**src/rtl/regfile_param.sv**
```systemverilog
// rtl/regfile_param.sv - parametrised 2R/1W register file with bypass, pending scoreboard and clear sweep
module regfile_param #(
   parameter int DATA_W  = 16,
   parameter int ADDR_W  = 3,
   parameter bit ZERO_R0 = 1'b0,
   parameter bit BYPASS  = 1'b1
) (
   input  logic              clk,
   input  logic              rst_n,
   input  logic              write,
   input  logic [ADDR_W-1:0] wr_Addr,
   input  logic [DATA_W-1:0] wr_Data,
   input  logic [ADDR_W-1:0] rd_AddrA,
   input  logic [ADDR_W-1:0] rd_AddrB,
   output logic [DATA_W-1:0] rd_DataA,
   output logic [DATA_W-1:0] rd_DataB,
   output logic              busyA,
   output logic              busyB,
   input  logic              rsv,
   input  logic [ADDR_W-1:0] rsv_Addr,
   input  logic              clr_req,
   output logic              clr_busy,
   output logic              clr_done
);

   localparam int DEPTH = 1 << ADDR_W;

   typedef enum logic [1:0] {IDLE, SWEEP, DONE} state_t;

   state_t            state, state_nxt;
   logic [DATA_W-1:0] regs [DEPTH];
   logic [DEPTH-1:0]  pending;
   logic [ADDR_W-1:0] cnt;
   logic              idle, wr_en, rsv_en;
   logic              byp_a, byp_b, zero_a, zero_b;

   assign idle   = (state == IDLE);
   assign wr_en  = idle && write && !(ZERO_R0 && (wr_Addr == '0));
   assign rsv_en = idle && rsv && !(ZERO_R0 && (rsv_Addr == '0));

   always_comb begin
      state_nxt = state;
      case (state)
         IDLE:    if (clr_req) state_nxt = SWEEP;
         SWEEP:   if (&cnt) state_nxt = DONE;
         DONE:    state_nxt = IDLE;
         default: state_nxt = IDLE;
      endcase
   end

   always_ff @(posedge clk or negedge rst_n) begin
      if (!rst_n) begin
         state    <= IDLE;
         cnt      <= '0;
         clr_busy <= 1'b0;
         clr_done <= 1'b0;
      end else begin
         state    <= state_nxt;
         cnt      <= (state == SWEEP) ? cnt + ADDR_W'(1) : '0;
         clr_busy <= (state_nxt == SWEEP);
         clr_done <= (state_nxt == DONE);
      end
   end

   always_ff @(posedge clk or negedge rst_n) begin
      if (!rst_n) begin
         for (int i = 0; i < DEPTH; i++) regs[i] <= '0;
      end else if (state == SWEEP) begin
         regs[cnt] <= '0;
      end else if (wr_en) begin
         regs[wr_Addr] <= wr_Data;
      end
   end

   // The reservation is applied after the write so a same-address pair leaves the entry pending.
   always_ff @(posedge clk or negedge rst_n) begin
      if (!rst_n) begin
         pending <= '0;
      end else if (state == SWEEP) begin
         pending[cnt] <= 1'b0;
      end else begin
         if (wr_en)  pending[wr_Addr]  <= 1'b0;
         if (rsv_en) pending[rsv_Addr] <= 1'b1;
      end
   end

   assign byp_a  = BYPASS && idle && write && (wr_Addr == rd_AddrA);
   assign byp_b  = BYPASS && idle && write && (wr_Addr == rd_AddrB);
   assign zero_a = ZERO_R0 && (rd_AddrA == '0);
   assign zero_b = ZERO_R0 && (rd_AddrB == '0);

   always_comb begin
      rd_DataA = regs[rd_AddrA];
      busyA    = pending[rd_AddrA];
      if (byp_a) begin
         rd_DataA = wr_Data;
         busyA    = 1'b0;
      end
      if (zero_a) begin
         rd_DataA = '0;
         busyA    = 1'b0;
      end
   end

   always_comb begin
      rd_DataB = regs[rd_AddrB];
      busyB    = pending[rd_AddrB];
      if (byp_b) begin
         rd_DataB = wr_Data;
         busyB    = 1'b0;
      end
      if (zero_b) begin
         rd_DataB = '0;
         busyB    = 1'b0;
      end
   end

endmodule

```
**config.mk**
```make
export PLATFORM = sky130hd
export DESIGN_NAME = regfile_param
export DESIGN_NICKNAME = d
export VERILOG_FILES = /design/src/rtl/regfile_param.sv
export SDC_FILE = /design/constraint.sdc
export NUM_CORES = 1
export LEC_CHECK = 0
export BUFFER_PORTS_ARGS = -buffer_cell sky130_fd_sc_hd__clkbuf_2
export CORE_ASPECT_RATIO = 0.9
export CORE_MARGIN = 2
export CORE_UTILIZATION = 37
export CTS_CLUSTER_SIZE = 20
export DETAILED_ROUTE_END_ITERATION = 12
export GPL_ROUTABILITY_DRIVEN = 0
export PLACE_DENSITY_LB_ADDON = 0.3
export SKIP_CTS_REPAIR_TIMING = 1
export SYNTH_ARGS = -nofsm -noshare
export SYNTH_HDL_FRONTEND = slang
export SYNTH_SLANG_ARGS = --single-unit
```
**constraint.sdc**
```tcl
create_clock -name clk -period 2.5 [get_ports clk]
set_input_delay 0.375 -clock clk [delete_from_list [all_inputs] [get_ports clk]]
set_output_delay 0.375 -clock clk [all_outputs]
set_load 0.02 [all_outputs]
```
==> results of run 1 <==
==> power groups by stage <==
stage	Sequential [mW]	Combinational [mW]	Clock (mW)
after global routing	3.66	3.57	2.89
final	3.59	3.36	2.74
after floorplan	3.41	2.30	0
after global placement	3.52	3.18	0
after detailed placement	3.58	3.23	0
after CTS	3.56	3.25	2.77
==> cell families (layout without fill, tap and decap cells) <==
logic type                 Yosys count  in the layout  share of synthesized area
AOI/OAI and AO/OA                  144            144                      0.161
xor gates and xnor gates             6              6                    0.00671
adders and majority gates            2              2                    0.00319
buffers and inverters               65            152                     0.0377
DFF                                143            143                      0.457
muxes                              135            135                      0.300
and+or+nand+nor                     42             42                     0.0347
==> metrics by stage <==
stage               worst slack (ns)  cells  TNS, ns
finish                        -0.218    910    -6.19
global route                  -0.260    910    -7.83
CTS                           -0.397    909   -12.11
detailed placement           -0.0262    877   -0.205
global placement            -0.00280    877  -0.0126
floorplan                     0.0174    537        0
==> cells in the mapped netlist (all sizes together) (4+ instances only) <==
master,n
nor3,4
and2,6
mux2,66
dfrtp,143
a22o,132
a32o,4
mux4,68
xor2,6
a22oi,6
nor2,10
clkbuf,36
buf,28
nor2b,7
==> layout by cell type (no fill, tap or decap), types with 2 or more instances in the layout <==
| master | count |
|---|---|
| sky130_fd_sc_hd__dfrtp_1 | 143 |
| sky130_fd_sc_hd__a22o_1 | 132 |
| sky130_fd_sc_hd__mux4_2 | 68 |
| sky130_fd_sc_hd__clkbuf_2 | 51 |
| sky130_fd_sc_hd__mux2_2 | 47 |
| sky130_fd_sc_hd__buf_4 | 38 |
| sky130_fd_sc_hd__mux2_4 | 19 |
| sky130_fd_sc_hd__clkbuf_16 | 17 |
| sky130_fd_sc_hd__buf_6 | 15 |
| sky130_fd_sc_hd__buf_12 | 11 |
| sky130_fd_sc_hd__nor2_1 | 10 |
| sky130_fd_sc_hd__nor2b_1 | 7 |
| sky130_fd_sc_hd__xor2_1 | 6 |
| sky130_fd_sc_hd__a22oi_1 | 6 |
| sky130_fd_sc_hd__and2_1 | 5 |
| sky130_fd_sc_hd__clkinv_2 | 5 |
| sky130_fd_sc_hd__a32o_1 | 4 |
| sky130_fd_sc_hd__nor3_2 | 4 |
| sky130_fd_sc_hd__bufinv_16 | 4 |
| sky130_fd_sc_hd__clkbuf_8 | 3 |
| sky130_fd_sc_hd__buf_2 | 3 |
| sky130_fd_sc_hd__or4_4 | 2 |
| sky130_fd_sc_hd__and4bb_2 | 2 |
| sky130_fd_sc_hd__a32oi_1 | 2 |
| sky130_fd_sc_hd__nand2b_1 | 2 |
| sky130_fd_sc_hd__ha_1 | 2 |
==> sequential cells by signal, indices dropped and copies added (netlist names) <==
| signal | flops |
|---|---|
| clr_busy | 1 |
| state | 2 |
| clr_done | 1 |
| regs | 128 |
| cnt | 3 |
| pending | 8 |
==> final cells by class <==
| class | count | area, µm² |
|---|---|---|
| fillers | 1875 | 11300 |
| multi-input cells | 329 | 3990 |
| flip-flops and latches | 143 | 3580 |
| repair buffers | 119 | 955 |
| clock buffers | 21 | 470 |
| well taps | 286 | 358 |
| clock inverters | 11 | 161 |
| inverters | 1 | 3.75 |
==> worst max path at each step <==
| stage | startpoint | to | slack [ns] | cells after the start |
|---|---|---|---|---|
| global route | state[0]$_DFF_PN0_ | rd_DataA[10] | -0.26 | 5 |
| detailed placement | write | rd_DataB[14] | -0.03 | 6 |
| floorplan | rd_AddrA[0] | rd_DataA[10] | 0.02 | 5 |
| finish | state[0]$_DFF_PN0_ | rd_DataA[11] | -0.22 | 5 |
| CTS | state[0]$_DFF_PN0_ | rd_DataB[13] | -0.40 | 5 |
| global placement | write | rd_DataB[12] | -0.003 | 6 |
==> metal layers <==
metal	routed length, µm	global-route usage	part of all wire
met1	9720	0.291	0.41
met2	11800	0.363	0.50
met3	1720	0.0576	0.072
met4	515	0.0622	0.022
met5	0	0	0
==> critical path: stages (launching register included) <==
cell	delay (ns)
sky130_fd_sc_hd__dfrtp_1	0.40
sky130_fd_sc_hd__or3b_4	0.40
sky130_fd_sc_hd__or4_4	0.48
sky130_fd_sc_hd__buf_12	0.18
sky130_fd_sc_hd__mux2_2	0.29
sky130_fd_sc_hd__clkbuf_2	0.16
==> out/results.env, run 1 <==
FINALHOLDWORSTSLACK_NS=0.230
WORST_EP_REQUIRED_TIME_NS=2.12
CLKPWRFRAC=0.282
SYN_TO_FINAL_GROWTH_PCT=21.5
SYNTH_SEQUENTIAL_AREA_RATIO=0.457
CLOCK_PATH_BUFFERS=2
SW_FRAC_OF_TOTAL=0.326
RR_WORST_DEPTH=5
GRT_MAX_DEGREE=88
POST-ROUTE-CELL-AREA_UM2=9520
DRT_WL_TOTAL_UM=23800
PLACED_AREA_UM2=8740
DETAIL_ROUTE.VIAS_PER_CELL=6.18
HOLD_END='state[0]$_DFF_PN0_'
CLK_TRANSITION_REPORTED_PATHS_NS=0.06
OVERALL_GLOBAL_ROUTING_RESOURCE_USAGE=0.221
DETAIL_ROUTE.ITER0.VIOLATIONS=513
ANTENNA_VIOLATIONS_BEFORE_REPAIR=0
DETAIL_ROUTE.FIRST_PASS.ITERATIONS=5
CELLINTERNALPOWER_mW=6.53
STARTPOINT_TYPE='flop'
FINAL_PERIOD_MINUS_WORST_SETUP_SLACK_NS=2.72
MAX_CLOCK_FREQ_MHz=368
WORST_VDD_IR_V=0.000449
POST-ROUTE-PERIOD-UTIL=1.09
STATUS='finished with violations'
DIE_HEIGHT_UM=142
SYNTH_TOP_AREA_CELL='sky130_fd_sc_hd__dfrtp_1'
FIRST_PASS_GRT_WIRE_LENGTH_UM=36600
REPORT.FINAL.SETUP_VIOL=34
CORE_REGION_AREA_UM2=20800
FINAL_MAX_SLEW_VIOL_COUNT=0
SLEW_HEADROOM=0.605
DIODES=0
GRT_REMAINING_OVERFLOW=0
SEQPWRFRAC=0.371
NUMBER_OF_LIBRARY_CELL_TYPES_MAPPED_BY_SYNTHESIS=35
POWER_SPENT_CHARGING_AND_DISCHARGING_NETS_mW=3.16
SYNTHDOMINANTCELLAREASHARE=0.457
YS.FLOP_TYPE='sky130_fd_sc_hd__dfrtp_1'
CRIT_PATH_END_KIND='output pin'
SYNTH-EDFF-COUNT=0
DESIGN_POWER_TOTAL_mW=9.69
POST_ROUTE_CORE_UTILIZATION=0.458
CTS_SINKS=143
ANTENNA_LEFT=0
CLOCK_INSERTION_DELAY_WORST_SKEW_NS=0.42
P_COMB_FRAC=0.347
SYNTH_FP_NETS=572
REG2REG_SETUP_SLACK_NS=0.62
GRT_PASS1_VIAS=6021
COUNT_OF_WARNINGS_EMITTED_BY_YOSYS=0
DRV_CAP=0
CLOCKROOTBUFFER='sky130_fd_sc_hd__clkbuf_16'
CTS_MADE_BUFFERS=17
HOLD_CLASS='input pin to flop'
NNETSFINAL=646
WORST_PIN_SLEW_NS=0.591
FINALCLOCKSKEW_NS=0.00486
HP-START='clr_req'
POWER.DENSITY_nW_PER_UM2=1020
ROUTE.DETAILED.DRC=0
ROUTEDWLPERCELL_UM=26.1
INITIAL_STANDARD_CELL_UTILIZATION_OF_THE_CORE=0.377
NUMBER_OF_CELL_ROWS=50
REPORT.FINAL.HOLD_VIOL_COUNT=0
POST_SYNTH_INST_COUNT=537
ASYNC_FLOP_SHARE=1.00
CP_DATA_ARRIVAL_TIME_NS=2.34
IOS=69
PATH_CLASS='flop to output pin'
DPL.HPWL_UM=14700
SYNTH_TOP_CELLS_BY_AREA='sky130_fd_sc_hd__dfrtp_1 46%, sky130_fd_sc_hd__mux4_2 20%, sky130_fd_sc_hd__a22o_1 15%, sky130_fd_sc_hd__mux2_2 6.9%, sky130_fd_sc_hd__mux2_4 3.4%'
POWER_LEAKAGE_nW=4.41
UNREPAIRED_SETUP_ENDPOINTS_AFTER_GLOBAL_ROUTING='yes'
DIE_W_UM=157
PORT-BUFFER-COUNT=68
CRITICAL_PATH.REG2REG.STARTPOINT='state[1]$_DFF_PN0_'
HOLDPATHSTAGES=3
POST_ROUTE_CELLS_DRIVE_ABOVE_1_SHARE=0.470
CP_MAX_FO=10
YOSYS_REGISTER_BITS=143
CTS_MAX_LEVEL=4
REG2REG_TO='regs[63]$_DFFE_PN0P_'
ROUTED-VIA-COUNT=5625
VIOLATIONS='setup timing'
TRITONCTS='built'
SYN_AVG_CELL_AREA_UM2=14.6
NETLIST_AREA_UM2=7830
FINALWORSTSETUPSLACK_NS=-0.218
DIEAREA_UM2=22400
Power figures use the tool's default switching activity.
==> run 2: changes to the inputs <==
Settings changed: CELL_PAD_IN_SITES_DETAIL_PLACEMENT from default to 1, CELL_PAD_IN_SITES_GLOBAL_PLACEMENT from default to 1.
==> run 2 against run 1 <==
  * The run still ends with setup timing left
  * Utilization barely moved
  * Maximum frequency decreased by 2.7%
  * Sequential power hardly changed
  * Register-to-register slack worse by 0.06 ns
  * Final cell count grew 0.66%
  * Total power is 1.8% lower
  * Cell area about the same
  * Non-clock buffer count rose by 7
  * Worst setup slack got worse by 0.076 ns
  * Flip-flop and latch count stayed put
  * Highest routed layer is now met5
==> out/results.env, run 2 (same netlist as run 1, synthesis figures left out) <==
STATUS='finished with violations'
VIOLATIONS='setup timing'
FINALWORSTSETUPSLACK_NS=-0.293
DIEAREA_UM2=22400
CLOCKROOTBUFFER='sky130_fd_sc_hd__clkbuf_16'
IOS=69
CP_DATA_ARRIVAL_TIME_NS=2.42
DR_WL_MET2_UM=12200
FINALCLOCKSKEW_NS=0.00447
ANTENNA_VIOLATIONS_BEFORE_REPAIR=1
DIODES=0
FIRST_PASS_GRT_WIRE_LENGTH_UM=38900
GRT_MAX_DEGREE=63
POWER.DENSITY_nW_PER_UM2=1000
TOP_METAL_LAYER_CARRYING_ROUTED_SIGNALS='met5'
CRIT_PATH_END_KIND='output pin'
INITIAL_STANDARD_CELL_UTILIZATION_OF_THE_CORE=0.377
MOST-COMMON-LAYOUT-CELLS='143 x sky130_fd_sc_hd__dfrtp_1, 132 x sky130_fd_sc_hd__a22o_1, 68 x sky130_fd_sc_hd__mux4_2, 48 x sky130_fd_sc_hd__buf_4, 46 x sky130_fd_sc_hd__mux2_2'
TRITONCTS='built'
REPORT.FINAL.SETUP_VIOL=34
NNETSFINAL=653
DIE_HEIGHT_UM=142
PATH_CLASS='flop to output pin'
SLEW_HEADROOM=0.542
P_COMB_FRAC=0.365
HP-START='clr_req'
DETAIL_ROUTE.VIAS_PER_CELL=6.20
CTS_MADE_BUFFERS=17
OVERALL_GLOBAL_ROUTING_RESOURCE_USAGE=0.239
GRT_REMAINING_OVERFLOW=0
POST-ROUTE-CELL-AREA_UM2=9520
AREA.SEQUENTIAL_UM2=3580
CELLINTERNALPOWER_mW=6.34
PORT-BUFFER-COUNT=68
CLOCK_PATH_BUFFERS=2
SYN_TO_FINAL_GROWTH_PCT=21.5
ROUTEDWLPERCELL_UM=27.8
WORST_VDD_IR_V=0.000414
WORST_PIN_SLEW_NS=0.686
HOLD_CLASS='input pin to flop'
LAYOUTNONFILLERINSTCOUNT=916
LARGEST_REGISTER_FFS=128
MULTI_INPUT_AREA_UM2=4000
MAX_CLOCK_FREQ_MHz=358
POWER_SPENT_CHARGING_AND_DISCHARGING_NETS_mW=3.18
DIE_W_UM=157
POST_ROUTE_CELLS_DRIVE_ABOVE_1_SHARE=0.471
DPL.HPWL_UM=16300
LARGEST_REGISTERS='regs: 128 flops, pending: 8 flops, cnt: 3 flops'
FINAL_PERIOD_MINUS_WORST_SETUP_SLACK_NS=2.79
CORE_REGION_AREA_UM2=20800
ROUTED-VIA-COUNT=5681
CP_MAX_FO=9
POWER_LEAKAGE_nW=4.42
UNREPAIRED_SETUP_ENDPOINTS_AFTER_GLOBAL_ROUTING='yes'
REPORT.FINAL.HOLD_VIOL_COUNT=0
CRITICAL_PATH.REG2REG.STARTPOINT='state[1]$_DFF_PN0_'
CLK_TRANSITION_REPORTED_PATHS_NS=0.06
POST-ROUTE-PERIOD-UTIL=1.12
DETAIL_ROUTE.ITER0.VIOLATIONS=400
ANTENNA_LEFT=0
CLOCK_INSERTION_DELAY_WORST_SKEW_NS=0.42
DETAIL_ROUTE.FIRST_PASS.ITERATIONS=5
PLACED_AREA_UM2=8760
DR_WL_MET3_UM=1610
DRV_CAP=0
CTS_MAX_LEVEL=4
STARTPOINT_TYPE='flop'
WORST_EP_REQUIRED_TIME_NS=2.12
FINAL_MAX_SLEW_VIOL_COUNT=0
FILLERS=2125
MET1WIRELENGTH_UM=11000
SW_FRAC_OF_TOTAL=0.334
PLACE_INST=884
CTS_SINKS=143
NUMBER_OF_CELL_ROWS=50
REGISTERS.TOP_BY_FF_COUNT='regs'
ROUTE.DETAILED.DRC=0
CLKPWRFRAC=0.256
SEQPWRFRAC=0.378
DRT_WL_TOTAL_UM=25500
STARTPOINT='state[0]$_DFF_PN0_'
FINAL_COMMON_CELL='sky130_fd_sc_hd__dfrtp_1'
GRT_PASS1_VIAS=6202
run 2: cell types whose count changed in the layout (fill, tap and decap cells not counted), sizes merged:
cell      before  now
clkinvlp       1    0
bufinv         4    1
clkbuf        72   69
buf           67   82
clkinv         6    4
run 2: stage by stage:
step            util  hold WS, ns  setup TNS [ns]  total power, mW  setup slack (ns)
2_1_floorplan      -       0.0794               0             5.72            0.0174
3_3_place_gp   0.422        0.392         -0.0951             6.73           -0.0125
3_5_place_dp   0.422        0.399          -0.183             6.89           -0.0297
4_1_cts        0.449      -0.0412          -12.17             9.39            -0.393
5_1_grt        0.458        0.259           -9.09             9.97            -0.334
6_report       0.458        0.235           -7.65             9.52            -0.293
run 2: area by class of cell:
class / count / share of cell area
clock inverter: 5 / 0.00565
timing repair buffer: 126 / 0.107
multi-input combinational: 329 / 0.420
tap: 286 / 0.0376
inverter: 1 / 0.000394
clock buffer: 26 / 0.0535
sequential: 143 / 0.376
run 2: layer usage:
| layer | vias up | track usage |
|---|---|---|
| met1 | 3048 | 0.331 |
| li1 | 2326 | - |
| met5 | - | 0 |
| met2 | 245 | 0.370 |
| met3 | 60 | 0.0502 |
| met4 | 2 | 0.0923 |
run 2: worst max-delay path, stage by stage, from the launching register on:
cell and delay (ns):
sky130_fd_sc_hd__dfrtp_1 0.40, sky130_fd_sc_hd__or3b_4 0.41, sky130_fd_sc_hd__or4_4 0.55, sky130_fd_sc_hd__buf_12 0.18
sky130_fd_sc_hd__mux2_4 0.29, sky130_fd_sc_hd__clkbuf_2 0.16
run 2: final timing paths:
kind | cells past startpoint | slack [ns] | end
min in group asynchronous | 2 | 0.52 | regs[121]$_DFFE_PN0P_
worst min-delay path | 3 | 0.23 | state[0]$_DFF_PN0_
worst max-delay path | 5 | -0.29 | rd_DataA[5]
max in group asynchronous | 3 | 1.17 | regs[31]$_DFFE_PN0P_
worst min register to register | 1 | 0.52 | regs[109]$_DFFE_PN0P_
worst max register to register | 5 | 0.56 | regs[48]$_DFFE_PN0P_
run 2: power by group through the flow:
stage / clock network [mW] / registers [mW] / logic [mW]
after CTS: 2.49 / 3.58 / 3.32
after detailed placement: 0 / 3.59 / 3.30
final: 2.44 / 3.60 / 3.48
after floorplan: 0 / 3.41 / 2.30
after global placement: 0 / 3.52 / 3.21
after global routing: 2.59 / 3.69 / 3.69
